**config.mk**
```make
export PLATFORM = sky130hd
export DESIGN_NAME = stream_mux_arb
export DESIGN_NICKNAME = d
export VERILOG_FILES = /design/src/rtl/stream_mux_arb.sv
export SDC_FILE = /design/constraint.sdc
export NUM_CORES = 1
export LEC_CHECK = 0
export ABC_CLOCK_PERIOD_IN_PS = 3200
export BUFFER_PORTS_ARGS = -buffer_cell sky130_fd_sc_hd__buf_2
export CAP_MARGIN = 20
export CORE_ASPECT_RATIO = 0.9
export CORE_MARGIN = 1.5
export CORE_UTILIZATION = 43
export DETAILED_ROUTE_END_ITERATION = 10
export PLACE_DENSITY = 0.85
export SYNTH_ARGS = -nofsm -noshare
export SYNTH_HDL_FRONTEND = slang
export SYNTH_SLANG_ARGS = --single-unit
```
**constraint.sdc**
```tcl
create_clock -name clk_i -period 3.2 [get_ports clk_i]
set_input_delay 0.32 -clock clk_i [delete_from_list [all_inputs] [get_ports clk_i]]
set_output_delay 0.32 -clock clk_i [all_outputs]
set_load 0.03 [all_outputs]
```
**src/rtl/stream_mux_arb.sv**
```systemverilog
// stream_mux_arb: N-channel valid/ready stream mux; round-robin, fixed-priority or external-select arbitration with packet locking on last.
// Latency: 1 clock from input handshake to registered output beat (full 1 beat/cycle throughput).
// Backpressure: s_ready_o follows the output-slot load enable; a stalled output beat holds and all inputs see ready low.
module stream_mux_arb #(
  parameter int N_CHANNELS = 8,
  parameter int DATA_WIDTH = 8,
  parameter int CHAN_WIDTH = $clog2(N_CHANNELS)
) (
  input  logic                             clk_i,
  input  logic                             a_rst_n_i,
  input  logic [1:0]                       mode_i,
  input  logic [CHAN_WIDTH-1:0]            select_i,
  input  logic [N_CHANNELS*DATA_WIDTH-1:0] s_data_i,
  input  logic [N_CHANNELS-1:0]            s_valid_i,
  input  logic [N_CHANNELS-1:0]            s_last_i,
  output logic [N_CHANNELS-1:0]            s_ready_o,
  output logic [DATA_WIDTH-1:0]            m_data_o,
  output logic [CHAN_WIDTH-1:0]            m_chan_o,
  output logic                             m_last_o,
  output logic                             m_valid_o,
  input  logic                             m_ready_i
);

  localparam logic [1:0]            MODE_RR  = 2'd0;
  localparam logic [1:0]            MODE_EXT = 2'd2;
  // Pointer starts at the top channel so channel 0 is searched first after reset.
  localparam logic [CHAN_WIDTH-1:0] RR_INIT  = CHAN_WIDTH'(N_CHANNELS - 1);

  typedef enum logic {
    ST_IDLE   = 1'b0,
    ST_LOCKED = 1'b1
  } state_e;

  state_e                state_q, state_d;
  logic [CHAN_WIDTH-1:0] grant_q, grant_d;
  logic [CHAN_WIDTH-1:0] rr_ptr_q, rr_ptr_d;
  logic [DATA_WIDTH-1:0] m_data_q, m_data_d;
  logic [CHAN_WIDTH-1:0] m_chan_q, m_chan_d;
  logic                  m_last_q, m_last_d;
  logic                  m_valid_q, m_valid_d;

  logic                  load;
  logic                  arb_vld;
  logic [CHAN_WIDTH-1:0] arb_chan;
  logic                  srv_vld;
  logic [CHAN_WIDTH-1:0] srv_chan;
  logic                  beat_vld;
  logic                  beat_last;
  logic [DATA_WIDTH-1:0] beat_data;
  logic                  hs;

  // The output slot can take a new beat when empty or being drained this cycle.
  assign load = !m_valid_q || m_ready_i;

  // Combinational winner among valid channels; only used while no packet is locked.
  always_comb begin
    arb_vld  = 1'b0;
    arb_chan = '0;
    case (mode_i)
      MODE_RR: begin
        // Search above the pointer first, then wrap and search from channel 0 up to it.
        for (int k = 0; k < N_CHANNELS; k++) begin
          if (!arb_vld && s_valid_i[k] && (k > int'(rr_ptr_q))) begin
            arb_vld  = 1'b1;
            arb_chan = CHAN_WIDTH'(k);
          end
        end
        for (int k = 0; k < N_CHANNELS; k++) begin
          if (!arb_vld && s_valid_i[k] && (k <= int'(rr_ptr_q))) begin
            arb_vld  = 1'b1;
            arb_chan = CHAN_WIDTH'(k);
          end
        end
      end
      MODE_EXT: begin
        // An out-of-range select matches no channel, so nothing is granted.
        for (int k = 0; k < N_CHANNELS; k++) begin
          if (!arb_vld && s_valid_i[k] && (k == int'(select_i))) begin
            arb_vld  = 1'b1;
            arb_chan = CHAN_WIDTH'(k);
          end
        end
      end
      default: begin
        // Fixed priority (mode 1, and reserved mode 3): lowest index wins.
        for (int k = 0; k < N_CHANNELS; k++) begin
          if (!arb_vld && s_valid_i[k]) begin
            arb_vld  = 1'b1;
            arb_chan = CHAN_WIDTH'(k);
          end
        end
      end
    endcase
  end

  // FSM state register.
  always_ff @(posedge clk_i or negedge a_rst_n_i) begin
    if (!a_rst_n_i) begin
      state_q  <= ST_IDLE;
      grant_q  <= '0;
      rr_ptr_q <= RR_INIT;
    end else begin
      state_q  <= state_d;
      grant_q  <= grant_d;
      rr_ptr_q <= rr_ptr_d;
    end
  end

  // FSM next state: a non-last beat locks the source, a last beat frees the mux and moves the pointer.
  always_comb begin
    state_d  = state_q;
    grant_d  = grant_q;
    rr_ptr_d = rr_ptr_q;
    if (hs) begin
      if (beat_last) begin
        state_d  = ST_IDLE;
        rr_ptr_d = srv_chan;
      end else begin
        state_d = ST_LOCKED;
        grant_d = srv_chan;
      end
    end
  end

  // FSM outputs: which channel is served; a locked channel is served regardless of mode/select.
  always_comb begin
    srv_vld  = 1'b0;
    srv_chan = '0;
    case (state_q)
      ST_IDLE: begin
        srv_vld  = arb_vld;
        srv_chan = arb_chan;
      end
      ST_LOCKED: begin
        srv_vld  = 1'b1;
        srv_chan = grant_q;
      end
    endcase
  end

  // Steer ready to the served channel and pick up its beat; ready is forced low while in reset.
  always_comb begin
    s_ready_o = '0;
    beat_vld  = 1'b0;
    beat_last = 1'b0;
    beat_data = '0;
    for (int k = 0; k < N_CHANNELS; k++) begin
      if (k == int'(srv_chan)) begin
        s_ready_o[k] = a_rst_n_i && srv_vld && load;
        beat_vld     = s_valid_i[k];
        beat_last    = s_last_i[k];
        beat_data    = s_data_i[k*DATA_WIDTH +: DATA_WIDTH];
      end
    end
  end

  assign hs = srv_vld && load && beat_vld;

  // Output slot next value: load on handshake, empty when drained, otherwise hold.
  always_comb begin
    m_data_d  = m_data_q;
    m_chan_d  = m_chan_q;
    m_last_d  = m_last_q;
    m_valid_d = m_valid_q;
    if (hs) begin
      m_data_d  = beat_data;
      m_chan_d  = srv_chan;
      m_last_d  = beat_last;
      m_valid_d = 1'b1;
    end else if (m_ready_i) begin
      m_valid_d = 1'b0;
    end
  end

  // Output slot registers; data is not cleared when the slot empties.
  always_ff @(posedge clk_i or negedge a_rst_n_i) begin
    if (!a_rst_n_i) begin
      m_data_q  <= '0;
      m_chan_q  <= '0;
      m_last_q  <= 1'b0;
      m_valid_q <= 1'b0;
    end else begin
      m_data_q  <= m_data_d;
      m_chan_q  <= m_chan_d;
      m_last_q  <= m_last_d;
      m_valid_q <= m_valid_d;
    end
  end

  assign m_data_o  = m_data_q;
  assign m_chan_o  = m_chan_q;
  assign m_last_o  = m_last_q;
  assign m_valid_o = m_valid_q;

  // At most one producer is offered the slot in any cycle.
  a_ready_onehot: assert property (@(posedge clk_i) disable iff (!a_rst_n_i) $onehot0(s_ready_o));

  // A stalled output beat stays presented and unchanged.
  a_stall_hold: assert property (@(posedge clk_i) disable iff (!a_rst_n_i)
    (m_valid_o && !m_ready_i) |=> (m_valid_o && $stable(m_data_o) && $stable(m_chan_o) && $stable(m_last_o)));

endmodule

```
Yosys cells after proc, flatten, opt, wreduce, memory -nomap -nowiden
Index checks and enable logic that the tools add are counted.
{"block": "totals", "elab_cells": 256, "reg_bits": 20, "latchBits": 0, "mem_bits_rw": 0, "out_inout_bits": 21, "rom_bits": 0, "n_memories": 0}
{"block": "classes", "n_reduce_logical": 91, "shifts": 0, "eq_ne": 15, "n_bitwise": 2, "n_mux": 127, "addsub": 0, "multipliers": 0, "order_cmp": 14, "n_div": 0}
{"cell": "two-way mux 1 bit", "count": 89}
{"cell": "two-way mux 3 bit", "count": 25}
{"cell": "two-way mux 8 bit", "count": 8}
{"cell": "logical AND 1 bit", "count": 54}
{"cell": "logical NOT 1 bit", "count": 29}
{"cell": "== test 3 bit (first input constant)", "count": 8}
{"cell": "== test 2 x 3 -> 1 bit (first input constant)", "count": 4}
{"cell": "> comparator 3 bit (first input constant)", "count": 4}
{"cell": "<= comparator 3 bit (first input constant)", "count": 4}
{"cell": "case mux 3 bit (2 select lines)", "count": 2}
{"cell": "== test 1 x 3 -> 1 bit (first input constant)", "count": 2}
{"cell": "> comparator 2 x 3 -> 1 bit (first input constant)", "count": 2}
{"cell": "<= comparator 2 x 3 -> 1 bit (first input constant)", "count": 2}
{"cell": "logical NOT 3 bit", "count": 2}
{"cell": "case mux 1 bit (2 select lines)", "count": 2}
{"cell": "AND reduction 2 bit", "count": 2}
{"cell": "> comparator 1 x 3 -> 1 bit (first input constant)", "count": 1}
{"cell": "<= comparator 1 x 3 -> 1 bit (first input constant)", "count": 1}
{"cell": "== test 2 bit (second input constant)", "count": 1}
{"cell": "logical NOT 2 bit", "count": 1}
{"cell": "two-way mux 2 bit", "count": 1}
{"cell": "NOT 1 bit", "count": 2}
{"cell": "nonzero test 2 bit", "count": 1}
{"cell": "OR reduction 2 bit", "count": 1}
{"cell": "logical OR 1 bit", "count": 1}

Longest topological paths before layout
{"block": "depth", "depth_word": 85, "ltp_mapped": 12}

Worst setup path after synthesis
OpenSTA, ideal clock, no wires.
{"block": "synth_path", "kind": "flip-flop to output port", "startpoint": "reg rr_ptr_q[2]", "endpoint": "out s_ready_o[4]", "stages_incl_launch_ff": 10, "slack_ns": 0.025, "t_arrival_ns": 2.855, "path_cell_list": "dfstp_2 -> and2_1 -> a211oi_1 -> or3_1 -> nor2_1 -> a31o_2 -> buf_1 -> buf_2 -> nand2_1 -> nor2_1"}
{"block": "synth_via", "elab_chain_len": 77, "elab_cells_between_ends": 108}
{"element": "start, declared", "line": "36", "text": "logic [CHAN_WIDTH-1:0] rr_ptr_q, rr_ptr_d;"}
{"element": "start signal, assigned", "line": "105", "text": "rr_ptr_q <= rr_ptr_d;"}
{"element": "parallel branches: the longest is 76 deep, another holds > comparator 1 x 3 -> 1 bit"}
{"element": "two-way mux 1 bit (*)", "line": "148", "text": "if (k == int'(srv_chan)) begin"}
{"element": "end, declared", "line": "16", "text": "output logic [N_CHANNELS-1:0] s_ready_o,"}
Every way passes the cells marked *. The select of a mux whose other input is x is not followed.

Worst setup path in the final report
{"block": "layout_path", "startpoint": "reg rr_ptr_q[0]", "endpoint": "reg m_chan_q[1] (netlist: m_chan_o[1])"}
{"block": "layout_via", "elab_chain_len": 84, "elab_cells_between_ends": 122}
{"element": "> comparator 1 x 3 -> 1 bit", "line": "63", "text": "if (!arb_vld && s_valid_i[k] && (k > int'(rr_ptr_q))) begin"}
{"element": "logical AND 1 bit", "line": "63"}
{"element": "two-way mux 1 bit", "line": "63"}
{"element": "two-way mux 1 bit", "line": "59", "text": "case (mode_i)"}
{"element": "logical NOT 1 bit", "line": "63"}
{"element": "logical AND 1 bit (2 in a row)", "line": "63"}
{"element": "two-way mux 1 bit", "line": "63"}
{"element": "two-way mux 1 bit", "line": "59"}
{"element": "[... 59 more ...]"}
{"element": "logical NOT 1 bit", "line": "69", "text": "if (!arb_vld && s_valid_i[k] && (k <= int'(rr_ptr_q))) begin"}
{"element": "logical AND 1 bit (2 in a row)", "line": "69"}
{"element": "two-way mux 3 bit", "line": "69"}
{"element": "case mux 3 bit (2 select lines)", "line": "59"}
{"element": "case mux 3 bit (2 select lines)", "line": "129", "text": "case (state_q)"}
{"element": "logical NOT 3 bit", "line": "148"}
{"element": "two-way mux 1 bit (8 in a row)", "line": "148"}
{"element": "logical AND 1 bit", "line": "157", "text": "assign hs = srv_vld && load && beat_vld;"}
{"element": "end signal, assigned", "line": "184", "text": "m_chan_q <= m_chan_d;"}
{"element": "end, declared", "line": "38", "text": "logic [CHAN_WIDTH-1:0] m_chan_q, m_chan_d;"}
Several ways; a longest one is shown, not always the timed one. The select of a mux whose other input is x is not followed.
A chain may end at the register's enable or synchronous reset.

==> metrics.yaml <==
status: "finished with violations"
violations: "negative hold slack, negative setup slack"
max-cap-violations: 0
syn_avg_cell_area_um2: 8.18
peakVddDrop_mv: 0.619
routed.top_layer: "met4"
ys_warn_count: 0
synth_seq_area_share_pct: 21.3
fin_hold_ws_ps: -0.966
synth_edf_count: 0
cp_slowest_stage_delay_ps: 620
core_um2: 5290
dp_hpwl_mm: 6.49
path_class: "flip-flop to flip-flop"
die_height_um: 73.4
cts_num_sinks: 20
fp.dieArea_um2: 5950
ioPinCount: 109
wl_met3_um: 803
path_cells: "nor2b_4, a211oi_2, or3_4, o31a_1, and2_4, a2111oi_1, or4_4, buf_6, nor2_8, buf_4, a21oi_1"
nNetsFinal: 525
fin_area_um2: 3550
drt_iter0_markers: 378
slowest_stage: "dfstp_2"
num_vias: 3022
cts_tree: "done"
setup_viol: 20
overflow: 0
diodes: 0
htreeDepth: 1
critPathBufInv: 2
worstReg2RegStart: "rr_ptr_q[0]"
vias_per_cell: 6.01
worst_slew_pin_slew_ps: 588
arrival_ps: 3620
grt_pass1_vias: 2788
swShare_pct: 47.8
port_buffers: 108
clkPwrFrac_pct: 5.4
power_leakage_nw: 1.66
ys_async_sr_fraction_pct: 100
critPathMaxFanout: 7
p_seq_share_pct: 13.9
worst_slack_ps: -234
std_cell_rows: 25
timing.fmax_mhz: 291
slew_violations: 0
initial_utilization_pct: 44.7
fp.dieW_um: 81.2
p_int_mw: 1.95
power_density_nw_per_um2: 1050
slew_headroom_pct: 60.7
dr.pass1.iters: 6
grt_max_degree: 22
period_needed_ps: 3430
drive_gt1_share_pct: 51.1
end_kind: "flip-flop"
synthesis.area_um2: 2360
cts_buffers: 3
clkLatencyLatePin_ps: 270
fillers: 387
clk_path_buf_depth: 2
crit_path_start: "rr_ptr_q[0]"
power_frac_comb_pct: 80.7
fin_worst_skew_ps: 11.9
path_clk_slew_ps: 90
grt_pass1_wl_mm: 13.0
fin_crit_sh_pct: 107
wl_met2_mm: 4.27
multi_input_area_um2: 1840
grt_usage_pct: 28.5
cts_root_buffer: "clkbuf_8"
synthCells: 289
wl_met1_mm: 3.51
cp_top_family: "compound AO/OA/AOI/OAI gates"
syn_nets: 377
syn2layout_area_growth_pct: 50.0
grt_setup_unrepaired: "true"
ant_nets: 0
final_util_pct: 67.1
gp_congestion: 0.966
dp_slack_ps: -92.6
switchingPower_mw: 1.78
cp.required_ps: 3390
synth_cell_type_count: 64
hold_violations: 1
ys_ff_latch: 20
wirelength_mm: 8.80
synthFlopType: "dfrtp_1"
grt_antenna_before_repair: 0
p_total_mw: 3.73
dpl_cell_area_um2: 3240
ff_latch_area_um2: 504
startpoint_type: "flip-flop"
routedWlPerCell_um: 17.5
min_path_type: "input pin to asynchronous set/reset pin"
drc: 0
[path summary, 6_finish.rpt]
check	slack (ps)	end	cells after the start
setup reg to reg	-230	m_chan_o[1]	11
hold reg to reg	520	m_chan_o[0]	1
setup / recovery	-230	m_chan_o[1]	11
hold / removal	-1	m_valid_o	1
max in group asynchronous	2830	rr_ptr_q[0]	1
min in group clk_i	370	m_valid_o	3
[metal layers]
metal	up-vias	track usage, %
li1	1386	-
met2	213	48.8
met5	-	0
met3	27	5.34
met4	0	5.94
met1	1396	37.3
[sequential cells by signal (all words and copies together), names as in the netlist]
name and count:
m_last_o 1, state_q 1, m_data_o 8, m_chan_o 3, grant_q 3, m_valid_o 1, rr_ptr_q 3
[layout by cell type (no fill, tap or decap), types with 4 or more instances in the layout]
| cell type | n |
|---|---|
| inv_1 | 7 |
| a31oi_1 | 6 |
| nand3_1 | 5 |
| buf_2 | 105 |
| o22ai_1 | 5 |
| clkbuf_8 | 4 |
| buf_6 | 8 |
| and3_1 | 4 |
| nor2_1 | 23 |
| a21oi_1 | 17 |
| o21ai_0 | 8 |
| nor3_1 | 5 |
| dfrtp_1 | 17 |
| nand2_1 | 39 |
| mux2_4 | 9 |
| mux4_2 | 4 |
| nand2b_1 | 9 |
| mux2i_1 | 25 |
| buf_4 | 50 |
[synthesized netlist by cell type (4+ instances only)]
| cell | number | area share (%) |
|---|---|---|
| a2111oi_1 | 4 | 1.7 |
| mux2_2 | 4 | 1.9 |
| mux2i_1 | 25 | 11 |
| a31oi_1 | 6 | 1.6 |
| nor2_1 | 23 | 3.7 |
| and2_1 | 4 | 1.1 |
| o22ai_1 | 5 | 1.3 |
| nand2b_1 | 10 | 2.6 |
| inv_1 | 7 | 1.1 |
| a21oi_1 | 19 | 4.0 |
| o21ai_0 | 8 | 1.7 |
| mux4_2 | 4 | 3.8 |
| nor3_1 | 6 | 1.3 |
| clkbuf_1 | 7 | 1.1 |
| buf_2 | 13 | 2.8 |
| dfrtp_1 | 17 | 18 |
| mux2_4 | 5 | 3.2 |
| nand2_1 | 42 | 6.7 |
| nand3_1 | 5 | 1.1 |
| and3_1 | 4 | 1.1 |
[cell type report]
| class | instances | area share (%) |
|---|---|---|
| clock buffer | 4 | 1.55 |
| inverter | 7 | 0.741 |
| multi-input combinational | 238 | 52.0 |
| sequential | 20 | 14.2 |
| tap | 67 | 2.36 |
| timing repair buffer | 167 | 29.1 |
[metrics by stage]
step,setup TNS [ps],cells
floorplan,0,289
global placement,-62.9,488
detailed placement,-372,488
CTS,0,499
global route,-4930,503
finish,-3190,503
[power by group through the flow]
stage | combinational [mW] | clock [mW] | sequential (mW)
after floorplan | 1.60 | 0 | 0.636
after global placement | 2.49 | 0 | 0.511
after detailed placement | 2.54 | 0 | 0.509
after CTS | 2.67 | 0.203 | 0.501
after global routing | 3.20 | 0.218 | 0.528
final | 3.01 | 0.201 | 0.518
[kinds of logic (layout without fill, tap and decap cells)]
family / after synthesis / count (layout) / synth area share (%)
AND/OR/NAND/NOR: 116 / 116 / 25.5
AO/OA/AOI/OAI: 80 / 80 / 25.1
flip-flops: 20 / 20 / 21.3
multiplexers: 42 / 42 / 21.9
buffers and inverters: 31 / 178 / 6.24
[timing repair]
item                       in CTS  in global routing
pin swaps                       4                 13
gates resized for setup         5                 38
setup endpoints to repair       7                 28
buffers inserted                7                  5
hold endpoints to repair        0                  0
hold buffers                    0                  0
No activity file was read; power rests on OpenSTA's default activity.
